$ cat src/rtl/id_exe_stage_reg.sv
// id_exe_stage_reg: ID/EXE pipeline register with bubble insertion and freeze; optional perf counters under ID_EXE_PERF_CNT_EN
module id_exe_stage_reg #(
  parameter int WORD = 32
) (
  input  logic            clk,
  input  logic            rst,
  input  logic            freeze,
  input  logic            flush,
  input  logic            hazard_detected,
  input  logic [WORD-1:0] PC_in,
  input  logic            WB_EN_in,
  input  logic            MEM_R_EN_in,
  input  logic            MEM_W_EN_in,
  input  logic            B_in,
  input  logic            S_in,
  input  logic [3:0]      EXE_CMD_in,
  input  logic [WORD-1:0] Val_Rn_in,
  input  logic [WORD-1:0] Val_Rm_in,
  input  logic            imm_in,
  input  logic [11:0]     Shift_operand_in,
  input  logic [23:0]     Signed_imm_24_in,
  input  logic [3:0]      Dest_in,
  input  logic [3:0]      src1_in,
  input  logic [3:0]      src2_in,
  input  logic [3:0]      SR_in,
  output logic [WORD-1:0] PC_out,
  output logic            WB_EN_out,
  output logic            MEM_R_EN_out,
  output logic            MEM_W_EN_out,
  output logic            B_out,
  output logic            S_out,
  output logic [3:0]      EXE_CMD_out,
  output logic [WORD-1:0] Val_Rn_out,
  output logic [WORD-1:0] Val_Rm_out,
  output logic            imm_out,
  output logic [11:0]     Shift_operand_out,
  output logic [23:0]     Signed_imm_24_out,
  output logic [3:0]      Dest_out,
  output logic [3:0]      src1_out,
  output logic [3:0]      src2_out,
  output logic [3:0]      SR_out,
  output logic            valid_out,
  output logic [15:0]     stall_cnt,
  output logic [15:0]     flush_cnt
);
  logic bubble;
  assign bubble = flush | hazard_detected;
  always_ff @(posedge clk) begin
    if (rst || (!freeze && bubble))
      {PC_out, WB_EN_out, MEM_R_EN_out, MEM_W_EN_out, B_out, S_out, EXE_CMD_out, Val_Rn_out,
       Val_Rm_out, imm_out, Shift_operand_out, Signed_imm_24_out, Dest_out, src1_out, src2_out,
       SR_out, valid_out} <= '0;
    else if (!freeze)
      {PC_out, WB_EN_out, MEM_R_EN_out, MEM_W_EN_out, B_out, S_out, EXE_CMD_out, Val_Rn_out,
       Val_Rm_out, imm_out, Shift_operand_out, Signed_imm_24_out, Dest_out, src1_out, src2_out,
       SR_out, valid_out} <= {PC_in, WB_EN_in, MEM_R_EN_in, MEM_W_EN_in, B_in, S_in, EXE_CMD_in,
       Val_Rn_in, Val_Rm_in, imm_in, Shift_operand_in, Signed_imm_24_in, Dest_in, src1_in, src2_in,
       SR_in, 1'b1};
  end
`ifdef ID_EXE_PERF_CNT_EN
  always_ff @(posedge clk) begin
    if (rst) begin
      stall_cnt <= '0;
      flush_cnt <= '0;
    end else if (!freeze) begin
      if (hazard_detected && !flush && stall_cnt != 16'hFFFF) stall_cnt <= stall_cnt + 16'd1;
      if (flush && flush_cnt != 16'hFFFF) flush_cnt <= flush_cnt + 16'd1;
    end
  end
`else
  assign stall_cnt = 16'h0000;
  assign flush_cnt = 16'h0000;
`endif
endmodule

$ cat config.mk
export PLATFORM = sky130hd
export DESIGN_NAME = id_exe_stage_reg
export DESIGN_NICKNAME = d
export VERILOG_FILES = /design/src/rtl/id_exe_stage_reg.sv
export SDC_FILE = /design/constraint.sdc
export NUM_CORES = 1
export LEC_CHECK = 0
export ABC_AREA = 1
export CAP_MARGIN = 20
export CORE_AREA = 2 2 137 139
export DETAILED_ROUTE_END_ITERATION = 8
export DIE_AREA = 0 0 139 141
export HOLD_SLACK_MARGIN = 0.06
export PLACE_DENSITY = 0.8
export REMOVE_ABC_BUFFERS = 1
export SYNTH_ARGS = -nofsm -noshare
export SYNTH_HDL_FRONTEND = slang
export SYNTH_SLANG_ARGS = --single-unit
$ cat constraint.sdc
create_clock -name clk -period 1.2 [get_ports clk]
set_clock_uncertainty 0.05 [all_clocks]
set_input_delay 0.18 -clock clk [delete_from_list [all_inputs] [get_ports clk]]
set_output_delay 0.18 -clock clk [all_outputs]
set_load 0.03 [all_outputs]
==> impl_metrics.tcl <==
set metrics [dict create \
    cts_tree "yes" \
    clockBufferDepth 2 \
    synth_top_area_share_pct 48.4 \
    finalHoldViolCount 0 \
    multi_input_area_sq_mm 0.00292 \
    clkSlewWorstSetupHoldPaths_ns 0.07 \
    clock_sinks 159 \
    path_cells "buf_4" \
    coreArea_sq_mm 0.0183 \
    yosysWarnings 0 \
    worst-path-max-fanout 2 \
    grt_pass1_vias 5563 \
    post-synth-top-area-cell "dfxtp_1" \
    wirelength_um 18100 \
    cts_setup_buffers 0 \
    cts_max_level 4 \
    vias 6147 \
    post-route-period-util_pct 96.6 \
    final_antenna_net_count 0 \
    die_width_um 139 \
    syn_avg_cell_area_sq_um 7.46 \
    powerDensity_mw_per_mm2 1270 \
    cp-start-kind "flop" \
    start_util_pct 36.0 \
    irDropWorstVdd_uv 898 \
    critPathRequiredTime_ns 0.97 \
    n_antenna_cell 0 \
    slowest_stage "dfxtp_1" \
    synthTopCellsByArea "dfxtp_1 (48%), nand2_1 (18%), and2_0 (11%)" \
    areaGrowthSynthToFinish_pct 55.7 \
    ioPinCount 354 \
    arrival_ns 0.93 \
    grt_max_degree 44 \
    yosysSeqAreaShare_pct 48.4 \
    finalCriticalPeriod_ns 1.16 \
    outcome "completed" \
    leakagePower_nw 4.32 \
    drtIter0Drc 204 \
    numCtsBuffers 17 \
    die_h_um 141 \
    grt_pass1_wl_um 27900 \
    slew_viol_final 0 \
    fin_nets 1358 \
    dp.cells 1410 \
    end_kind "output pin" \
    fillers 1678 \
    drt_first_pass_iters 4 \
    crit_buf_inv 1 \
    grt_overflow 0 \
    synthCells 882 \
    fp-row-count 50 \
    setup_viol 0 \
    global_route.usage.total_pct 17.5 \
    cp_top_family "flip-flops" \
    hpwlAfterDp_um 13100 \
    fin_hold_ws_ns 0.274 \
    clock_latency_ns 0.41 \
    wl_per_cell_um 12.5 \
    ys_ff_latch 159 \
    drv_cap 0 \
    die_area_sq_mm 0.0196 \
    layout-drive-gt1-share_pct 19.2 \
    root_buffer "clkbuf_16" \
    post_synth_instance_area_sq_mm 0.00658 \
    gp_congestion 0.815 \
    portBuffers 321 \
    drcViolationCount 0 \
    crit_type "reg2out" \
    cts-resized-gates 1 \
    postCtsHoldBufs 0 \
    ff_latch_area_sq_mm 0.00320 \
    antenna_found_initial 0 \
    fin_cells 1442 \
    fmax_ghz 0.862 \
    fin_util_pct 56.0 \
    slowest_delay_ns 0.35 \
    vias_per_cell 4.26 \
    hp-class "in2reg" \
    yosysUniqueCellTypes 14 \
]
power breakdown:
part / internal, W / switching [W] / total, W
combinational: 0.00113 / 0.00124 / 0.00238
clock: 0.00275 / 0.00228 / 0.00503
sequential: 0.00550 / 0.000124 / 0.00563
total: 0.00938 / 0.00365 / 0.0130
cells in the mapped netlist (all sizes together):
library cell,instances
and2,158
buf,83
clkbuf,1
conb,1
dfxtp,159
inv,2
nand2,317
nor2,160
o21ai,1
flip-flops by register name, summed over array words and instances, names as in the netlist:
name,count
MEM_R_EN_out,1
PC_out,32
SR_out,4
B_out,1
Val_Rm_out,32
Val_Rn_out,32
valid_out,1
imm_out,1
src2_out,4
src1_out,4
MEM_W_EN_out,1
Shift_operand_out,12
Signed_imm_24_out,24
EXE_CMD_out,4
S_out,1
Dest_out,4
WB_EN_out,1
cells in the final DEF (no fill, tap or decap), drive strengths merged:
cell type      instances
clkdlybuf4s50        161
buf                  186
conb                  32
clkinv                 4
clkinvlp               4
clkbuf                20
and2                 158
nand2                317
inv                    6
dfxtp                159
o21ai                  1
nor2                 160
kinds of logic after synthesis:
| family | count (synthesis) | share of synthesized area (%) |
|---|---|---|
| and+or+nand+nor | 635 | 42.3 |
| DFF | 159 | 48.4 |
| buffers and inverters | 86 | 9.11 |
| AOI/OAI and AO/OA | 1 | 0.133 |
| other | 1 | 0.0570 |
cell type report:
type                       instances  area share, %
clock buffer                      20           4.36
sequential                       159           31.3
tap                              234           2.86
multi-input combinational        668           28.5
timing repair buffer             347           31.9
clock inverter                    12           1.00
inverter                           2         0.0978
metal layers:
metal | up-vias | routed length, um | GRT usage (%)
li1 | 3176 | - | -
met5 | - | 0 | 0
met2 | 212 | 8920 | 29.5
met4 | 0 | 253 | 5.21
met3 | 17 | 1300 | 5.94
met1 | 2742 | 7590 | 21.2
worst paths after layout:
kind | start | to | slack, ns | cells after the start
max | Shift_operand_out[8] | Shift_operand_out[8] | 0.04 | 1
min | freeze | Val_Rm_out[23] | 0.27 | 5
max reg2reg | Val_Rm_out[31] | Val_Rm_out[31] | 0.41 | 3
min reg2reg | valid_out | valid_out | 0.44 | 2
metrics by stage:
stage | power, W | TNS, ns | worst slack (ns) | instance area, sq um
floorplan | 0.00685 | -245.83 | -1.55 | 6100
global placement | 0.00806 | -24.80 | -0.185 | 9520
detailed placement | 0.00808 | -27.95 | -0.216 | 9520
CTS | 0.0131 | 0 | 0.000380 | 10100
global route | 0.0136 | -0.00369 | -0.00105 | 10200
finish | 0.0130 | 0 | 0.0402 | 10200
Note: power is estimated with default switching activity, not from simulation.
